===== src/rtl/pipe_stage_reg.sv =====
// Pipeline stage register with one-entry skid, freeze and flush; entry visible one edge after acceptance, 1 entry/cycle.
// Backpressure: in_ready_o drops while the skid holds an entry or on stall/flush. Optional counters: PIPE_STAGE_PERF_EN.
module pipe_stage_reg #(
  parameter int                 CTRL_W      = 8,
  parameter int                 DATA_W      = 143,
  parameter logic [CTRL_W-1:0]  BUBBLE_CTRL = {CTRL_W{1'b0}}
) (
  input  logic              clk_i,
  input  logic              rst_i,
  input  logic              stall_i,
  input  logic              flush_i,
  input  logic              in_valid_i,
  output logic              in_ready_o,
  input  logic [CTRL_W-1:0] ctrl_i,
  input  logic [DATA_W-1:0] data_i,
  output logic              out_valid_o,
  input  logic              out_ready_i,
  output logic [CTRL_W-1:0] ctrl_o,
`ifdef PIPE_STAGE_PERF_EN
  output logic [DATA_W-1:0] data_o,
  output logic [31:0]       stall_cnt_o,
  output logic [31:0]       bubble_cnt_o
`else
  output logic [DATA_W-1:0] data_o
`endif
);

  typedef enum logic [1:0] {
    EMPTY = 2'b00,
    FULL  = 2'b10,
    SKID  = 2'b11
  } state_e;

  logic              m_v, s_v;
  logic [CTRL_W-1:0] m_ctrl, s_ctrl;
  logic [DATA_W-1:0] m_data, s_data;
  logic              in_xfer, out_xfer;

  assign in_ready_o  = ~s_v & ~stall_i & ~flush_i;
  assign out_valid_o = m_v & ~stall_i;
  assign in_xfer     = in_valid_i & in_ready_o;
  assign out_xfer    = out_valid_o & out_ready_i;

  assign ctrl_o = m_v ? m_ctrl : BUBBLE_CTRL;
  assign data_o = m_data;

  always_ff @(posedge clk_i) begin
    if (!rst_i) begin
      m_v    <= 1'b0;
      s_v    <= 1'b0;
      m_ctrl <= BUBBLE_CTRL;
      s_ctrl <= BUBBLE_CTRL;
      m_data <= '0;
      s_data <= '0;
    end else if (flush_i) begin
      // Payload registers are left alone; only validity and control are cleared.
      m_v    <= 1'b0;
      s_v    <= 1'b0;
      m_ctrl <= BUBBLE_CTRL;
      s_ctrl <= BUBBLE_CTRL;
    end else if (!stall_i) begin
      case (state_e'({m_v, s_v}))
        EMPTY: begin
          if (in_xfer) begin
            m_v    <= 1'b1;
            m_ctrl <= ctrl_i;
            m_data <= data_i;
          end
        end
        FULL: begin
          if (in_xfer && out_xfer) begin
            m_ctrl <= ctrl_i;
            m_data <= data_i;
          end else if (out_xfer) begin
            m_v <= 1'b0;
          end else if (in_xfer) begin
            s_v    <= 1'b1;
            s_ctrl <= ctrl_i;
            s_data <= data_i;
          end
        end
        SKID: begin
          if (out_xfer) begin
            s_v    <= 1'b0;
            m_ctrl <= s_ctrl;
            m_data <= s_data;
          end
        end
        default: begin
          m_v <= 1'b0;
          s_v <= 1'b0;
        end
      endcase
    end
  end

`ifdef PIPE_STAGE_PERF_EN
  logic [31:0] stall_cnt, bubble_cnt;

  always_ff @(posedge clk_i) begin
    if (!rst_i) begin
      stall_cnt  <= '0;
      bubble_cnt <= '0;
    end else begin
      if (stall_i && stall_cnt != 32'hFFFF_FFFF)
        stall_cnt <= stall_cnt + 32'd1;
      if (!out_valid_o && !stall_i && bubble_cnt != 32'hFFFF_FFFF)
        bubble_cnt <= bubble_cnt + 32'd1;
    end
  end

  assign stall_cnt_o  = stall_cnt;
  assign bubble_cnt_o = bubble_cnt;
`endif

endmodule


===== config.mk =====
export PLATFORM = sky130hd
export DESIGN_NAME = pipe_stage_reg
export DESIGN_NICKNAME = d
export VERILOG_FILES = /design/src/rtl/pipe_stage_reg.sv
export SDC_FILE = /design/constraint.sdc
export NUM_CORES = 1
export LEC_CHECK = 0
export ABC_AREA = 1
export CORE_MARGIN = 2
export CORE_UTILIZATION = 40
export DETAILED_ROUTE_END_ITERATION = 10
export GPL_TIMING_DRIVEN = 1
export PLACE_DENSITY = 0.73
export SLEW_MARGIN = 25
export SYNTH_ARGS = -nofsm -noshare
export SYNTH_HDL_FRONTEND = slang
export SYNTH_SLANG_ARGS = --single-unit

===== constraint.sdc =====
create_clock -name clk_i -period 3.6 [get_ports clk_i]
set_input_delay 0.72 -clock clk_i [delete_from_list [all_inputs] [get_ports clk_i]]
set_output_delay 0.72 -clock clk_i [all_outputs]
set_load 0.1 [all_outputs]

==> run_summary.xml <==
<?xml version="1.0" encoding="UTF-8"?>
<metrics>
  <group name="outcome">
    <metric name="status" unit="">finished clean</metric>
  </group>
  <group name="drt">
    <metric name="total_drc_errors_in_the_routed_layout" unit="">0</metric>
    <metric name="drt-total-wl" unit="mm">34.3</metric>
    <metric name="drt_iter0_drc" unit="">649</metric>
    <metric name="dr_total_vias" unit="">12470</metric>
    <metric name="route.detailed.wl_per_inst" unit="um">12.7</metric>
    <metric name="route.antenna.remaining_nets" unit="">0</metric>
    <metric name="dr.pass1.iters" unit="">5</metric>
    <metric name="route.detailed.vias_per_inst" unit="">4.61</metric>
  </group>
  <group name="clock_network">
    <metric name="clkSlewWorstSetupHoldPaths" unit="ns">0.06</metric>
    <metric name="htreeDepth" unit="">2</metric>
    <metric name="clock_latency" unit="ns">0.50</metric>
    <metric name="post-cts-setup-buffer-count" unit="">0</metric>
    <metric name="numClockSinks" unit="">304</metric>
    <metric name="post_cts_resized" unit="">0</metric>
    <metric name="clockRootBuffer" unit="">clkbuf_16</metric>
    <metric name="cts.hold.buffers_added" unit="">0</metric>
    <metric name="clock_buffers_created_by_tritoncts" unit="">34</metric>
    <metric name="cts_tree" unit="">yes</metric>
    <metric name="maximum_clock_insertion_buffer_count" unit="">3</metric>
  </group>
  <group name="finish">
    <metric name="flow.area_growth_from_synthesis" unit="%">32.1</metric>
    <metric name="finish.net_count" unit="">2398</metric>
    <metric name="layout.cells.most_common" unit="">nand2_1</metric>
    <metric name="proportion_of_layout_cells_with_a_drive_suffix_above_1" unit="%">3.67</metric>
    <metric name="most-common-layout-cells" unit="">nand2_1 (453), nor2_1 (380), inv_1 (309)</metric>
  </group>
  <group name="worst_setup_path">
    <metric name="cpMaxStageDelayCell" unit="">clkdlybuf4s50_1</metric>
    <metric name="crit-reg2reg-capture" unit="">data_o[40]</metric>
    <metric name="rrSetupSlack" unit="ns">1.34</metric>
    <metric name="cp.arrival" unit="ns">2.03</metric>
    <metric name="data_required_time_at_the_worst_endpoint" unit="ns">2.88</metric>
    <metric name="crit_family" unit="">buffers and inverters</metric>
    <metric name="rr_startpoint" unit="">m_v</metric>
    <metric name="crit_fanout" unit="">2</metric>
    <metric name="path_buf_inv" unit="">1</metric>
    <metric name="cp-start-kind" unit="">flip-flop</metric>
    <metric name="worst_setup_path_end_kind" unit="">primary output</metric>
    <metric name="cp_slowest_stage_delay" unit="ns">1.16</metric>
    <metric name="worstSetupPathType" unit="">reg2out</metric>
    <metric name="ff2ff_path_depth" unit="">8</metric>
    <metric name="crit_path_cell_trace" unit="">clkdlybuf4s50_1</metric>
  </group>
  <group name="grt">
    <metric name="grt_util_all_layers" unit="%">19.4</metric>
    <metric name="grt_pass1_vias" unit="">11547</metric>
    <metric name="antenna_found_initial" unit="">2</metric>
    <metric name="grt_pass1_wl" unit="mm">55.1</metric>
    <metric name="pin_count_of_the_biggest_net_entering_global_routing" unit="">185</metric>
    <metric name="overflow" unit="">0</metric>
  </group>
  <group name="floorplan">
    <metric name="core_region_area" unit="sq um">32500</metric>
    <metric name="ioPinCount" unit="">310</metric>
    <metric name="placementRows" unit="">66</metric>
    <metric name="floorplan.initialDensity" unit="%">40.7</metric>
    <metric name="die-width" unit="um">186</metric>
    <metric name="fp.dieArea" unit="sq um">34600</metric>
    <metric name="chipHeight" unit="um">186</metric>
  </group>
  <group name="min_path">
    <metric name="worstHoldPathType" unit="">reg2reg</metric>
    <metric name="holdPathEnd" unit="">m_ctrl[6]</metric>
    <metric name="min-delay-start" unit="">m_ctrl[6]</metric>
    <metric name="hold_path_depth" unit="">2</metric>
  </group>
  <group name="sta">
    <metric name="share_of_the_clock_period_used_by_the_worst_path_after_layout" unit="%">76.3</metric>
    <metric name="tightest_slew" unit="ns">1.06</metric>
    <metric name="rsz0062_at_grt" unit="">false</metric>
    <metric name="report.final.setup_viol" unit="">0</metric>
    <metric name="hold_viol_final" unit="">0</metric>
    <metric name="timing.max_slew.rel_slack" unit="%">29.1</metric>
    <metric name="totalNegativeSetupSlack" unit="ns">0</metric>
    <metric name="timing_max_transition_violations_final" unit="">0</metric>
    <metric name="finClkSkew" unit="ns">0.0115</metric>
    <metric name="period_needed" unit="ns">2.75</metric>
    <metric name="maxClockFrequency" unit="GHz">0.364</metric>
  </group>
  <group name="synthesis">
    <metric name="postSynthCellCount" unit="">2014</metric>
    <metric name="synth_warnings" unit="">0</metric>
    <metric name="yosysSeqAreaShare" unit="%">45.9</metric>
    <metric name="postSynthNetCount" unit="">2171</metric>
    <metric name="synth_area" unit="sq um">13200</metric>
    <metric name="ys_ff_latch" unit="">304</metric>
    <metric name="synth.avg_cell_area" unit="sq um">6.58</metric>
    <metric name="synth_cell_types" unit="">20</metric>
  </group>
  <group name="placed_design">
    <metric name="place.gp.congestion" unit="">0.792</metric>
    <metric name="port-buffer-count" unit="">309</metric>
    <metric name="half_perimeter_wire_length_after_placement" unit="mm">22.3</metric>
  </group>
  <group name="power_and_ir_drop">
    <metric name="p_int" unit="mW">5.79</metric>
    <metric name="pwr_density_cell" unit="nW/um^2">437</metric>
    <metric name="cellLeakagePower" unit="nW">8.10</metric>
    <metric name="power.sequential.fraction" unit="%">44.8</metric>
    <metric name="report.power.total" unit="mW">7.65</metric>
    <metric name="pwr-share-clk" unit="%">44.9</metric>
    <metric name="power.net_switching" unit="mW">1.86</metric>
    <metric name="maximum_vdd_ir_drop" unit="mV">0.286</metric>
    <metric name="power_switching_share" unit="%">24.3</metric>
    <metric name="pwr-share-comb" unit="%">10.3</metric>
  </group>
  <group name="run">
    <metric name="drv_cap" unit="">0</metric>
  </group>
</metrics>
[through the flow]
step / setup WS [ns] / util, % / instance area [sq um] / std cells / hold WS, ns
after floorplan: 0.0968 / - / 13200 / 2014 / 0.445
final: 0.852 / 53.8 / 17500 / 2706 / 0.471
after global placement: 0.917 / 50.3 / 16400 / 2647 / 0.454
after detailed placement: 0.794 / 50.3 / 16400 / 2647 / 0.459
after CTS: 0.823 / 53.8 / 17500 / 2704 / 0.468
after global routing: 0.803 / 53.8 / 17500 / 2705 / 0.503
[flip-flops by register name, indices dropped and copies added, names as in the netlist]
name,flops
data_o,143
s_data,143
m_ctrl,8
s_ctrl,8
m_v,1
s_v,1
[worst max-delay path by stage]
stage                          start          end  slack [ns]  cells past startpoint
after floorplan              stall_i   in_ready_o         0.1                      1
after global placement       stall_i  s_data[141]        0.92                      9
after detailed placement     stall_i   s_data[48]        0.79                      8
after CTS                  data_o[5]    data_o[5]        0.82                      1
after global routing      data_o[30]   data_o[30]        0.80                      1
final                      data_o[0]    data_o[0]        0.85                      1
[power by group through the flow]
stage | clock (mW) | sequential, mW | combinational (mW)
global route | 3.66 | 3.43 | 0.844
CTS | 3.54 | 3.43 | 0.788
detailed placement | 0 | 3.51 | 0.784
floorplan | 0 | 3.76 | 0.228
global placement | 0 | 3.50 | 0.778
finish | 3.44 | 3.43 | 0.785
[layer usage]
metal | routed length (um) | GRT usage [%]
met1 | 15300 | 24.5
met5 | 0 | 0
met2 | 16100 | 32.7
met3 | 1760 | 3.66
met4 | 1160 | 7.59
[cell families (layout without fill, tap and decap cells)]
kind of cell	Yosys count	count (layout)	synth area share, %
flops	304	304	45.9
buf+inv	440	688	13.8
compound gates	430	430	16.3
other cells	0	2	0
simple gates	840	840	24.0
[synthesized netlist by cell type]
| library cell | count | area share, % |
|---|---|---|
| a211oi_1 | 1 | 0.057 |
| buf_1 | 3 | 0.085 |
| a21oi_1 | 153 | 5.8 |
| nand3_2 | 2 | 0.15 |
| nand2_2 | 1 | 0.047 |
| nor2_1 | 380 | 11 |
| o21ai_0 | 242 | 9.1 |
| dfxtp_1 | 304 | 46 |
| clkbuf_1 | 51 | 1.4 |
| inv_2 | 2 | 0.057 |
| buf_4 | 3 | 0.17 |
| o21ai_1 | 33 | 1.2 |
| nand3_1 | 2 | 0.076 |
| nor3_1 | 1 | 0.038 |
| nor2_4 | 1 | 0.085 |
| buf_6 | 11 | 0.94 |
| inv_1 | 309 | 8.8 |
| buf_2 | 61 | 2.3 |
| a21oi_2 | 1 | 0.066 |
| nand2_1 | 453 | 13 |
[area by class of cell]
cell class,count,area [sq um]
Multi-Input combinational cell,1270,5350
Clock inverter,5,56.3
Fill cell,3110,15000
Sequential cell,304,6090
Inverter,311,1170
Timing Repair Buffer,320,3220
Tap cell,442,553
Antenna cell,2,5.00
Clock buffer,52,1060
Power figures use the tool's default switching activity.
